`config.mk`:
```
export PLATFORM = sky130hd
export DESIGN_NAME = axi_arbiter_rr
export DESIGN_NICKNAME = d
export VERILOG_FILES = /design/src/rtl/arb_pkg.sv /design/src/rtl/arb_rr_picker.sv /design/src/rtl/axi_arbiter_rr.sv
export SDC_FILE = /design/constraint.sdc
export NUM_CORES = 1
export LEC_CHECK = 0
export CAP_MARGIN = 15
export CORE_AREA = 2 2 226 228
export DETAILED_ROUTE_END_ITERATION = 10
export DIE_AREA = 0 0 228 230
export MAX_ROUTING_LAYER = met4
export PLACE_DENSITY = 0.34
export SYNTH_ARGS = -nofsm -noshare
export SYNTH_HDL_FRONTEND = slang
export SYNTH_SLANG_ARGS = --single-unit
```
`constraint.sdc`:
```
create_clock -name clk -period 2.3 [get_ports clk]
set_input_delay 0.46 -clock clk [delete_from_list [all_inputs] [get_ports clk]]
set_output_delay 0.46 -clock clk [all_outputs]
set_load 0.03 [all_outputs]
```
`src/rtl/arb_pkg.sv`:
```
// Shared definitions for the round-robin AXI-lite arbiter: FSM encoding and response codes.
package arb_pkg;

  typedef enum logic [1:0] {
    IDLE = 2'd0,
    RD   = 2'd1,
    WR   = 2'd2,
    POST = 2'd3
  } arb_state_t;

  localparam logic [1:0] OKAY   = 2'b00;
  localparam logic [1:0] SLVERR = 2'b10;

  // A watchdog expiry overrides whatever the slave reports.
  function automatic logic [1:0] pick_resp(input logic timed_out, input logic [1:0] slave_resp);
    return timed_out ? SLVERR : slave_resp;
  endfunction

endpackage

```
`src/rtl/arb_rr_picker.sv`:
```
// Combinational round-robin picker: the search starts at the index after ptr and wraps.
module arb_rr_picker #(
  parameter int N  = 2,
  parameter int PW = 1
) (
  input  logic [N-1:0]  req,
  input  logic [PW-1:0] ptr,
  output logic [N-1:0]  grant
);

  localparam int unsigned NU = N;

  logic found;

  always_comb begin
    grant = '0;
    found = 1'b0;
    for (int unsigned k = 1; k <= NU; k++) begin
      for (int unsigned j = 0; j < NU; j++) begin
        if (!found && j == (32'(ptr) + k) % NU && req[j]) begin
          grant[j] = 1'b1;
          found    = 1'b1;
        end
      end
    end
  end

endmodule

```
`src/rtl/axi_arbiter_rr.sv`:
```
// N-master to 1-slave AXI-lite arbiter, one transaction in flight, round-robin grant.
// Define ARB_TIMEOUT_EN to add a watchdog that answers SLVERR after TIMEOUT cycles.
module axi_arbiter_rr
  import arb_pkg::*;
#(
  parameter int N       = 2,
  parameter int AW      = 32,
  parameter int DW      = 64,
  parameter int TIMEOUT = 255
) (
  input  logic                clk,
  input  logic                rst,
  input  logic [N-1:0]        m_arvalid_i,
  input  logic [N*AW-1:0]     m_araddr_i,
  output logic [N-1:0]        m_arready_o,
  output logic [N-1:0]        m_rvalid_o,
  input  logic [N-1:0]        m_rready_i,
  output logic [DW-1:0]       m_rdata_o,
  output logic [1:0]          m_rresp_o,
  input  logic [N-1:0]        m_awvalid_i,
  input  logic [N*AW-1:0]     m_awaddr_i,
  output logic [N-1:0]        m_awready_o,
  input  logic [N-1:0]        m_wvalid_i,
  input  logic [N*DW-1:0]     m_wdata_i,
  input  logic [N*(DW/8)-1:0] m_wstrb_i,
  output logic [N-1:0]        m_wready_o,
  output logic [N-1:0]        m_bvalid_o,
  input  logic [N-1:0]        m_bready_i,
  output logic [1:0]          m_bresp_o,
  output logic [AW-1:0]       s_araddr_o,
  output logic                s_arvalid_o,
  input  logic                s_arready_i,
  input  logic [DW-1:0]       s_rdata_i,
  input  logic [1:0]          s_rresp_i,
  input  logic                s_rvalid_i,
  output logic                s_rready_o,
  output logic [AW-1:0]       s_awaddr_o,
  output logic                s_awvalid_o,
  input  logic                s_awready_i,
  output logic [DW-1:0]       s_wdata_o,
  output logic [DW/8-1:0]     s_wstrb_o,
  output logic                s_wvalid_o,
  input  logic                s_wready_i,
  input  logic [1:0]          s_bresp_i,
  input  logic                s_bvalid_i,
  output logic                s_bready_o,
  output logic [N-1:0]        grant_o
);

  localparam int PW = (N > 1) ? $clog2(N) : 1;
  localparam int SW = DW / 8;

  if (N < 2 || N > 8 || TIMEOUT < 1) begin : g_param_check
    $error("axi_arbiter_rr: unsupported N or TIMEOUT");
  end

  arb_state_t    state_q, state_d;
  logic [N-1:0]  grant_q, grant_d;
  logic [PW-1:0] own_idx_q, own_idx_d;
  logic [PW-1:0] ptr_q, ptr_d;
  logic          ar_done_q, ar_done_d;
  logic          aw_done_q, aw_done_d;
  logic          w_done_q, w_done_d;

  logic [N-1:0]  req, winner;
  logic [PW-1:0] win_idx;
  logic          to_act;

  logic          own_arvalid, own_rready, own_awvalid, own_wvalid, own_bready;
  logic [AW-1:0] own_araddr, own_awaddr;
  logic [DW-1:0] own_wdata;
  logic [SW-1:0] own_wstrb;

  assign req     = m_arvalid_i | m_awvalid_i;
  assign grant_o = grant_q;

  arb_rr_picker #(.N(N), .PW(PW)) u_picker (
    .req   (req),
    .ptr   (ptr_q),
    .grant (winner)
  );

  always_comb begin
    win_idx = '0;
    for (int unsigned i = 0; i < N; i++) begin
      if (winner[i]) win_idx = PW'(i);
    end
  end

  always_comb begin
    own_arvalid = 1'b0;
    own_rready  = 1'b0;
    own_awvalid = 1'b0;
    own_wvalid  = 1'b0;
    own_bready  = 1'b0;
    own_araddr  = '0;
    own_awaddr  = '0;
    own_wdata   = '0;
    own_wstrb   = '0;
    for (int unsigned i = 0; i < N; i++) begin
      if (grant_q[i]) begin
        own_arvalid = m_arvalid_i[i];
        own_rready  = m_rready_i[i];
        own_awvalid = m_awvalid_i[i];
        own_wvalid  = m_wvalid_i[i];
        own_bready  = m_bready_i[i];
        own_araddr  = m_araddr_i[i*AW +: AW];
        own_awaddr  = m_awaddr_i[i*AW +: AW];
        own_wdata   = m_wdata_i[i*DW +: DW];
        own_wstrb   = m_wstrb_i[i*SW +: SW];
      end
    end
  end

  always_comb begin
    state_d     = state_q;
    grant_d     = grant_q;
    own_idx_d   = own_idx_q;
    ptr_d       = ptr_q;
    ar_done_d   = ar_done_q;
    aw_done_d   = aw_done_q;
    w_done_d    = w_done_q;
    m_arready_o = '0;
    m_rvalid_o  = '0;
    m_awready_o = '0;
    m_wready_o  = '0;
    m_bvalid_o  = '0;
    m_rdata_o   = s_rdata_i;
    m_rresp_o   = OKAY;
    m_bresp_o   = OKAY;
    s_araddr_o  = '0;
    s_arvalid_o = 1'b0;
    s_rready_o  = 1'b0;
    s_awaddr_o  = '0;
    s_awvalid_o = 1'b0;
    s_wdata_o   = '0;
    s_wstrb_o   = '0;
    s_wvalid_o  = 1'b0;
    s_bready_o  = 1'b0;
    case (state_q)
      IDLE: begin
        ar_done_d = 1'b0;
        aw_done_d = 1'b0;
        w_done_d  = 1'b0;
        if (|req) begin
          grant_d   = winner;
          own_idx_d = win_idx;
          state_d   = (|(winner & m_arvalid_i)) ? RD : WR;
        end
      end
      RD: begin
        s_araddr_o = own_araddr;
        m_rresp_o  = pick_resp(to_act, s_rresp_i);
        if (to_act) begin
          m_rvalid_o = grant_q;
          if (own_rready) begin
            state_d = POST;
            grant_d = '0;
          end
        end else begin
          // The done flag keeps a still-asserted master arvalid from issuing twice.
          s_arvalid_o = own_arvalid & ~ar_done_q;
          m_arready_o = grant_q & {N{s_arready_i & ~ar_done_q}};
          if (own_arvalid && s_arready_i && !ar_done_q) ar_done_d = 1'b1;
          s_rready_o = own_rready;
          m_rvalid_o = grant_q & {N{s_rvalid_i}};
          if (s_rvalid_i && own_rready) begin
            state_d = POST;
            grant_d = '0;
          end
        end
      end
      WR: begin
        s_awaddr_o = own_awaddr;
        s_wdata_o  = own_wdata;
        s_wstrb_o  = own_wstrb;
        m_bresp_o  = pick_resp(to_act, s_bresp_i);
        if (to_act) begin
          m_bvalid_o = grant_q;
          if (own_bready) begin
            state_d = POST;
            grant_d = '0;
          end
        end else begin
          s_awvalid_o = own_awvalid & ~aw_done_q;
          m_awready_o = grant_q & {N{s_awready_i & ~aw_done_q}};
          if (own_awvalid && s_awready_i && !aw_done_q) aw_done_d = 1'b1;
          s_wvalid_o = own_wvalid & ~w_done_q;
          m_wready_o = grant_q & {N{s_wready_i & ~w_done_q}};
          if (own_wvalid && s_wready_i && !w_done_q) w_done_d = 1'b1;
          s_bready_o = own_bready;
          m_bvalid_o = grant_q & {N{s_bvalid_i}};
          if (s_bvalid_i && own_bready) begin
            state_d = POST;
            grant_d = '0;
          end
        end
      end
      POST: begin
        ptr_d   = own_idx_q;
        state_d = IDLE;
      end
      default: state_d = IDLE;
    endcase
  end

  always_ff @(posedge clk or negedge rst) begin
    if (!rst) begin
      state_q   <= IDLE;
      grant_q   <= '0;
      own_idx_q <= '0;
      ptr_q     <= PW'(N - 1);
      ar_done_q <= 1'b0;
      aw_done_q <= 1'b0;
      w_done_q  <= 1'b0;
    end else begin
      state_q   <= state_d;
      grant_q   <= grant_d;
      own_idx_q <= own_idx_d;
      ptr_q     <= ptr_d;
      ar_done_q <= ar_done_d;
      aw_done_q <= aw_done_d;
      w_done_q  <= w_done_d;
    end
  end

`ifdef ARB_TIMEOUT_EN
  localparam int CW = $clog2(TIMEOUT + 1);

  logic [CW-1:0] cnt_q;
  logic          to_q;

  assign to_act = to_q;

  always_ff @(posedge clk or negedge rst) begin
    if (!rst) begin
      cnt_q <= '0;
      to_q  <= 1'b0;
    end else if (state_q == RD || state_q == WR) begin
      if (!to_q && state_d != POST) begin
        if (cnt_q == CW'(TIMEOUT - 1)) to_q <= 1'b1;
        else                           cnt_q <= cnt_q + 1'b1;
      end
    end else begin
      cnt_q <= '0;
      to_q  <= 1'b0;
    end
  end
`else
  assign to_act = 1'b0;
`endif

endmodule

```
==> results of run 1 <==
stage by stage:
step	setup TNS [ns]	instance area [µm²]	util, %
3_5_place_dp	0	8157	16.36
5_1_grt	-1.305	9176	18.40
3_3_place_gp	-0.006960	8157	16.36
4_1_cts	-0.9516	8992	18.03
6_report	0	9179	18.41
2_1_floorplan	0	2574	-
sequential cells by signal (all words and copies together), names as in the netlist:
register	count
w_done_q	1
ar_done_q	1
state_q	2
ptr_q	1
grant_o	2
own_idx_q	1
aw_done_q	1
synth_stat cells (3+ instances only):
library cell	n
a22o_1	138
buf_4	64
buf_2	26
nor2_1	11
dfrtp_1	8
and2_1	6
nand2_1	6
clkbuf_1	5
ha_1	5
inv_1	5
a22oi_1	4
and3_1	4
nand2b_1	4
nor3_1	4
mux2_1	3
nand3_1	3
o21ai_0	3
worst paths after layout:
path,cells after the start,endpoint
setup / recovery,7,s_araddr_o[30]
hold / removal,1,own_idx_q
setup reg to reg,5,state_q[0]
hold reg to reg,1,own_idx_q
max in group asynchronous,1,ptr_q
min in group asynchronous,1,w_done_q
final cells by class:
type / instances / area, µm²
Inverter: 5 / 18.77
Multi-Input combinational cell: 210 / 2167
Fill cell: 5577 / 40680
Timing Repair Buffer: 503 / 5829
Sequential cell: 9 / 226.5
Clock buffer: 4 / 78.83
Antenna cell: 7 / 17.52
Tap cell: 672 / 840.8
kinds of logic (layout without fill, tap and decap cells):
| family | Yosys count | in the layout | synth area share, % |
|---|---|---|---|
| AO/OA/AOI/OAI | 155 | 155 | 51.63 |
| adder cells (fa/ha/maj) | 5 | 5 | 2.431 |
| buffers and inverters | 102 | 512 | 25.81 |
| flip-flops | 9 | 9 | 8.799 |
| multiplexers | 5 | 5 | 2.139 |
| other | 0 | 7 | 0 |
| AND/OR/NAND/NOR | 45 | 45 | 9.188 |
metal layers:
metal,track usage [%],vias up
met4,0.7966,0
li1,-,2041
met3,3.609,12
met1,10.59,1995
met2,16.46,364
met5,-,-
power breakdown:
part           switching [mW]  internal [mW]  total (mW)  leakage [nW]
clock network          0.0678          0.231       0.299        0.0382
registers            0.000791          0.161       0.161         0.109
logic                   0.131          0.444       0.575          3.60
critical path: stages, from the launching register on:
cell and delay (ns):
dfrtp_1 0.38, buf_4 0.15, ha_4 0.19, and2_1 0.17
buf_12 0.16, buf_4 0.15, a22o_1 0.23, buf_4 0.16
what timing repair did:
item,4_1_cts,5_1_grt
setup buffers,7,3
pin swaps,11,10
setup endpoints to repair,131,135
gates resized for setup,96,24
cloned,4,4
==> results.md, run 1 <==
- The clock root buffer master is clkbuf_16.
- For this run, the detailed router's first-pass iteration total came to 4.
- The total DRC errors in the routed layout is 0.
- The region available for standard cell placement spans 0.04986 mm².
- The portion of the clock cycle consumed by the worst path in the final layout is between 90% and 100%.
- The minimum setup slack in the final design is 0.01445 ns.
- The effective utilization at floorplan is 5.162%.
- The wire-length estimate of the detail-placed layout is 22040 µm.
- The critical path required time is 1.84 ns.
- The setup check on the worst reg-to-reg path leaves a slack of approximately 0.52 ns.
- Counting along the longest clock path gives a buffer depth of 2.
- Of all cell types, the one taking the most synthesized area is a22o_1.
- The number of DRC markers after the initial detailed-route iteration is 93.
- The type of origin of the critical path is a register.
- The run finished with clean final reports.
- The cell area that synthesis handed to floorplanning was 0.002574 mm².
- In this run the horizontal extent of the chip is between 200 and 250 µm.
- Clock-pin slew was measured on the worst setup and hold paths at 0.04 ns.
- By startpoint and endpoint, the worst setup path is classified as reg2out.
- The type of destination of the critical path is an output port.
- Once placement completed, the tool counted placed cells totaling 1384.
- Yosys mapped the design onto 37 distinct sky130hd cell types.
- The reg-to-reg startpoint is grant_o[1].
- The headroom to the max-slew limit is 68.19%.
- Relative to the synthesized area, the layout overhead comes to 256.6%.
- The number of antenna violations at the first check in global routing is 6.
- The most used flip-flop cell after synthesis is dfrtp_1.
- The class of the worst hold path is reg2reg.
- Clock tree synthesis inserted a total of 3 buffers.
- The post-route minimum period is 2.286 ns.
- The post-synthesis async set-or-reset flop share is 100.0%.
- The net count of the mapped netlist is 683.
- Using the TritonRoute via totals, the vias-per-cell ratio works out to between 3 and 4.
- The mean cell area of the mapped netlist is roughly 8 µm².
- The clock insertion delay at the later pin of the skew report is between 0.2 and 0.25 ns.
- The maximum achievable frequency is 437.5 MHz.
- The startpoint of the tightest hold check path is own_idx_q.
- The net count reported at finish is 1094.
- The count of boundary I/O pins is 578.
- The detailed-routed wire length on met3 is 2576 µm.
- The top cell type's share of synthesized area is a little under half.
- The number of failing setup endpoints in the final timing report is 0.
- Counting flops and latches in the post-synthesis netlist gives 9.
- Final hold analysis gives a worst-case slack of 0.4938 ns.
- The count of nets left with antenna violations after detail routing is 0.
- Yosys printed 0 warnings.
- The full die area is 0.05244 mm².
- The first global-routing pass estimated 34790 µm of wire.
- The number of flops mapped to enable cells by yosys is 0.
- TritonCTS built the clock tree.
- The total number of vias is 4412.
- Excluding fillers, the count of instances in the completed layout stands at 1410.
- The routed length on met1 is 10610 µm.
- The count of max-cap constraint violations is 0.
- The die height is 230 µm.
- Setup repair after global routing could not meet its margin everywhere.
- The via count of the first global-routing pass is around 4600.
- The max-slew violation count is 0.
- At the placement stage, the worst setup path has a slack of 0.00005618 ns.
- The clock sink count is 9.
- Synthesis produced a netlist whose cell count is between 300 and 400.
- The congestion estimate from routability-driven global placement came to 0.8285.
- Buffers placed on the I/O ports in this run total 449.
- In this run the number of H-tree levels came out at 1.
- The worst clock skew is 0.002801 ns.
- Summed over all cells, the static leakage comes to 3.749 nW.
- In this run the worst setup path begins at state_q[0].
- The count of final hold-check violations is 0.
- By area the synthesized netlist is led by a22o_1 47%, buf_4 19%, dfrtp_1 7.8%.
- Global routing finished with a remaining overflow of 0.
- The register area share after synthesis is a little under 9%.
- The worst supply voltage drop on vdd is 0.2486 mV.
- The routed design has 26260 µm of wire.
- The power per cell area is 112.8 mW/mm².
- The total of hold buffers inserted after clock tree synthesis is 0.
- The top routing layer in use is met4.
- After detailed routing, the average wire length per cell comes to 18.63 µm.
- Leaving out fill and tap cells, the most frequent cells in the layout are 295 x clkdlybuf4s50_1, 87 x a22o_1, 78 x buf_4.
- In the final layout, the share of cells above drive strength 1 is roughly 37%.
- The count of standard-cell rows is 82.
- Global routing used 9.432% of the available tracks.
- Entering global routing, the biggest net connects 52 pins.
- The detailed-routed wire length on met2 is roughly 13000 µm.
- For the pin with the worst max-slew slack, the measured transition is 0.4757 ns.
- Leaving out fill and tap cells, the most frequent cell in the layout is clkdlybuf4s50_1.
- Data arrives at the worst endpoint at 1.83 ns.
- The maximum net fanout on the critical path is 19.
- After layout, the design draws a total of between 1 and 1.5 mW.
(Power assumes the default switching activity.)
==> run 2, diff against run 1 <==
- CORE_AREA: 2 2 226 228 -> 2 2 227 229
- DIE_AREA: 0 0 228 230 -> 0 0 229 231
- SYNTH_HIERARCHICAL: not set -> 1
==> run 2 against run 1 <==
Effect of this change: utilization is 1.3 points lower; critical endpoint is now s_wstrb_o[5]; largest power group unchanged; clock skew fell by 0.0018 ns; count of clock-buffer cells in the layout unchanged; the run now ends with setup timing left; clock power is 3% higher.
==> results.md, run 2 <==
- The utilization of the core after routing came to 17.15% (-1.3 points).
- In the post-synthesis netlist, the biggest area contributors are a22o_1 47%, buf_4 18%, dfrtp_1 7.7%.
- The top cell type's share of synthesized area is 47.02% (+0.063 points).
- The largest buffer count on any clock path came to 2 (unchanged).
- The quantity of I/O buffers inserted on ports was 449 (unchanged).
- The total of hold buffers inserted after clock tree synthesis is 0 (unchanged).
- The net count reported at finish came to 1113 (+1.7%).
- The run finished, with violations left.
- The number of flops mapped to enable cells by yosys is 0 (unchanged).
- The final routed wirelength across all metal layers is 22440 µm (-15%).
- The via count of the first global-routing pass is 4719 (+1.7%).
- The maximum net fanout on the critical path came to 13 (-6).
- By count the netlist is led by 140 x a22o_1, 64 x buf_4, 17 x clkbuf_1.
- The die height is 231 µm (+0.43%).
- The worst clock skew is 0.001017 ns (-0.001783 ns).
- The number of DRC markers after the initial detailed-route iteration is 109 (+17%).
- The post-route total power came to 5.351 mW (+420%).
- The static leakage power is 3.520 nW (-6.1%).
- The core outline area was 0.05068 mm² (+1.6%).
- The pin slew with the least headroom to its limit was 0.5096 ns (+0.03384 ns).
- The full die area is 0.05290 mm² (+0.88%).
- The number of failing setup endpoints in the final timing report is 26 (+26).
- The post-synthesis cell count is 327 (+1.9%).
- The mean cell area of the mapped netlist is 7.974 µm² (-0.55%).
- The total DRC errors in the routed layout is 0 (unchanged).
- The clock transition time at the flip-flop clock pins of the worst setup and hold paths is 0.04 ns (about the same).
- TritonCTS built the clock tree.
- The number of antenna violations at the first check in global routing is 0 (-6).
- The worst hold slack across all endpoints is 0.4965 ns (+0.002718 ns).
- The total placed instance area is 0.007591 mm² (-6.9%).
- The wire length of the first global-routing pass is 30240 µm (-13%).
- The worst setup path is launched from a register.
- The clock sink count is 9 (unchanged).
- The data arrival time at the worst-slack endpoint is 1.90 ns (+0.07 ns).
- The per-cell via count in the routed design is 3.191 (+2.0%).
- The die extent in x was 229 µm (+0.44%).
- The placer congestion estimate is 0.8294 (+0.11%).
- The total number of yosys warnings is 6 (+6).
- The final cell area excluding filler cells is 0.008691 mm² (-5.3%).
- Setup repair after global routing could not meet its margin everywhere.
- The sum of overflow across all layers after global routing was 0 (unchanged).
- The area growth from synthesis to layout is 233.3%.
- The post-synthesis async set-or-reset flop share came to 100.0% (unchanged).
- The count of cells along the worst register-to-register path is 9 (+4).
- The count of boundary I/O pins is 578 (unchanged).
- The worst supply voltage drop on vdd is 0.2445 mV (-1.7%).
- The count of final hold-check violations is 0 (unchanged).
- The count of max-cap constraint violations came to 0 (unchanged).
- The maximum achievable frequency is 423.5 MHz (-3.2%).
- The startpoint of the tightest hold check path is own_idx_q.
- The checks that failed: setup timing.
- The critical path class is reg2out.
- The depth of the CTS H-tree is 1 (unchanged).
- Summed over all instances, the cell type with the most area after synthesis is a22o_1.
- The headroom to the max-slew limit is 65.92% (-2.3 points).
- The number of buffer and inverter stages on the critical path was 4 (unchanged).
- The unique cell type count in the Yosys netlist is 32 (-14%).
- The clock root buffer master is clkbuf_16.
- The count of standard-cell rows came to 83 (+1.2%).
- The post-detailed-route wirelength per cell is 15.69 µm (-16%).
- STA classifies the critical path endpoint as an output port.
- The cell family with the largest share of critical-path delay is buffers and inverters.
- The minimum setup slack in the final design came to -0.06104 ns (-0.07549 ns).
- The max-slew violation count is 0 (unchanged).
- The mapped cell area is 0.002608 mm² (+1.3%).
- The number of buffers inserted during clock tree synthesis is 3 (unchanged).
- The critical register-to-register path endpoint is state_q[1].
- The power per cell area is 615.7 mW/mm² (+450%).
- The pin count of the biggest net entering global routing was 30 (-42%).
- The stage delay of the slowest cell on the critical path is 0.43 ns (+0.05 ns).
- The most critical setup path has its startpoint at state_q[1].
- The number of detailed-route iterations in the first pass came to 4 (unchanged).
- For this design, the slowest cell found on the critical path is dfrtp_2.
- The most frequent cell on the critical path is buf_12.
- The count of nets left with antenna violations after detail routing was 0 (unchanged).
- The register area share after synthesis is 8.685% (-0.11 points).
- The effective utilization at floorplan is 5.145% (-0.016 points).
- The overall fraction of global-route tracks in use came to 7.769% (-1.7 points).
- The worst hold path endpoint is ptr_q.
- The most used flip-flop cell after synthesis is dfrtp_1.
- The clock insertion delay at the later pin of the skew report is 0.23 ns (about the same).
- The ratio of cells with drive above 1 in the final layout was 33.73% (-3.2 points).
- The number of antenna repair diodes is 0 (-7).
- The class of the worst hold path is reg2reg.
- The worst register-to-register path begins at state_q[0].
- The critical path required time is 1.84 ns (about the same).
- The worst hold path depth was 1 (unchanged).
- The post-detailed-placement half-perimeter wirelength is 17160 µm (-22%).
- Yosys instantiated no cell more often than a22o_1.
- The most common cell after layout, fill and taps aside is clkdlybuf4s50_1.
- The library cells used most frequently in the layout, excluding fill and tap cells, are 294 x clkdlybuf4s50_1, 126 x a22o_1, 104 x buf_6.
- The number of fill cells in the layout is 5733 (+2.8%).
- The portion of the clock cycle consumed by the worst path in the final layout is 102.7% (+3.3 points).
- The total number of vias came to 4563 (+3.4%).
- The net count of the mapped netlist is 689 (+0.88%).
- The post-synthesis sequential element count is 9 (unchanged).
- The post-route minimum period is 2.361 ns (+0.07549 ns).
- The internal reg-to-reg setup slack was 0.35 ns (-0.17 ns).
- Walking the worst path, the cells encountered are ha_4 > buf_6 > and2_4 > buf_12 > buf_12 > a22o_4 > buf_12.
==> run 2: changes by cell type in the layout (fill, tap and decap cells not counted), moves of 7 or more <==
cell / delta
buf_12: -49
a22o_1: +39
diode_2: -7
buf_6: +71
buf_4: -13
a22o_4: -38
==> run 2: final cells by class <==
type / count / area (µm²) / share of cell area [%]
timing repair buffer: 516 / 5622 / 64.68
multi-input combinational: 216 / 1893 / 21.78
tap: 680 / 850.8 / 9.790
sequential: 9 / 227.7 / 2.620
clock buffer: 4 / 78.83 / 0.9070
inverter: 5 / 18.77 / 0.2160
==> run 2: metrics by stage <==
| stage | TNS, ns | cells | setup WS [ns] |
|---|---|---|---|
| 2_1_floorplan | 0 | 327 | 0.06805 |
| 3_3_place_gp | 0 | 1404 | 0.02585 |
| 3_5_place_dp | 0 | 1404 | 0.01401 |
| 4_1_cts | -2.564 | 1424 | -0.07459 |
| 5_1_grt | -5.282 | 1430 | -0.1146 |
| 6_report | -0.6655 | 1430 | -0.06104 |
==> run 2: where the power goes <==
part           switching (mW)  internal (mW)  leakage, nW
combinational            2.29           2.44         3.37
clock                  0.0764          0.232       0.0382
sequential             0.0704          0.246        0.112
==> run 2: logic make-up after synthesis <==
logic type                 Yosys count  share of synthesized area [%]
AOI/OAI and AO/OA                  160                          52.74
adders and majority gates            5                          2.399
buffers and inverters              102                          24.66
DFF                                  9                          8.685
muxes                                4                          1.727
and+or+nand+nor                     47                          9.789
==> run 2: worst max-delay path by stage <==
stage	to	slack [ns]	cells past startpoint
6_report	s_wstrb_o[5]	-0.06	7
3_5_place_dp	m_bvalid_o[1]	0.01	3
2_1_floorplan	s_wdata_o[10]	0.07	8
3_3_place_gp	m_wready_o[1]	0.03	4
4_1_cts	s_wdata_o[29]	-0.07	7
5_1_grt	s_wstrb_o[5]	-0.11	7
==> run 2: routing by layer <==
metal  global-route usage, %  routed length (µm)  vias up
li1                        -                   -     2077
met1                   8.010                8139     2073
met2                   14.03               11470      394
met3                   3.014                2405       19
met4                   1.502                 421        0
met5                       -                   0        -
==> run 2: worst reg2reg max path, cell delays in order, from the launching register on <==
cell and delay, ns:
dfrtp_1 0.38, inv_2 0.09, ha_4 0.14, buf_6 0.10, buf_4 0.12, inv_1 0.08
a311oi_1 0.23, buf_4 0.19, a221o_1 0.16, mux2_2 0.34
==> run 2: timing repair <==
| item | 4_1_cts | 5_1_grt |
|---|---|---|
| pin swaps | 49 | 30 |
| buffers inserted | 9 | 4 |
| cloned | 7 | 4 |
| endpoints found under the setup margin | 114 | 134 |
| resized for setup | 144 | 24 |
==> run 3, diff against run 2 <==
- ABC_CLOCK_PERIOD_IN_PS: not set -> 2300
==> results of run 3 <==
The final DEF is identical to that of run 2; final timing and power are the same.
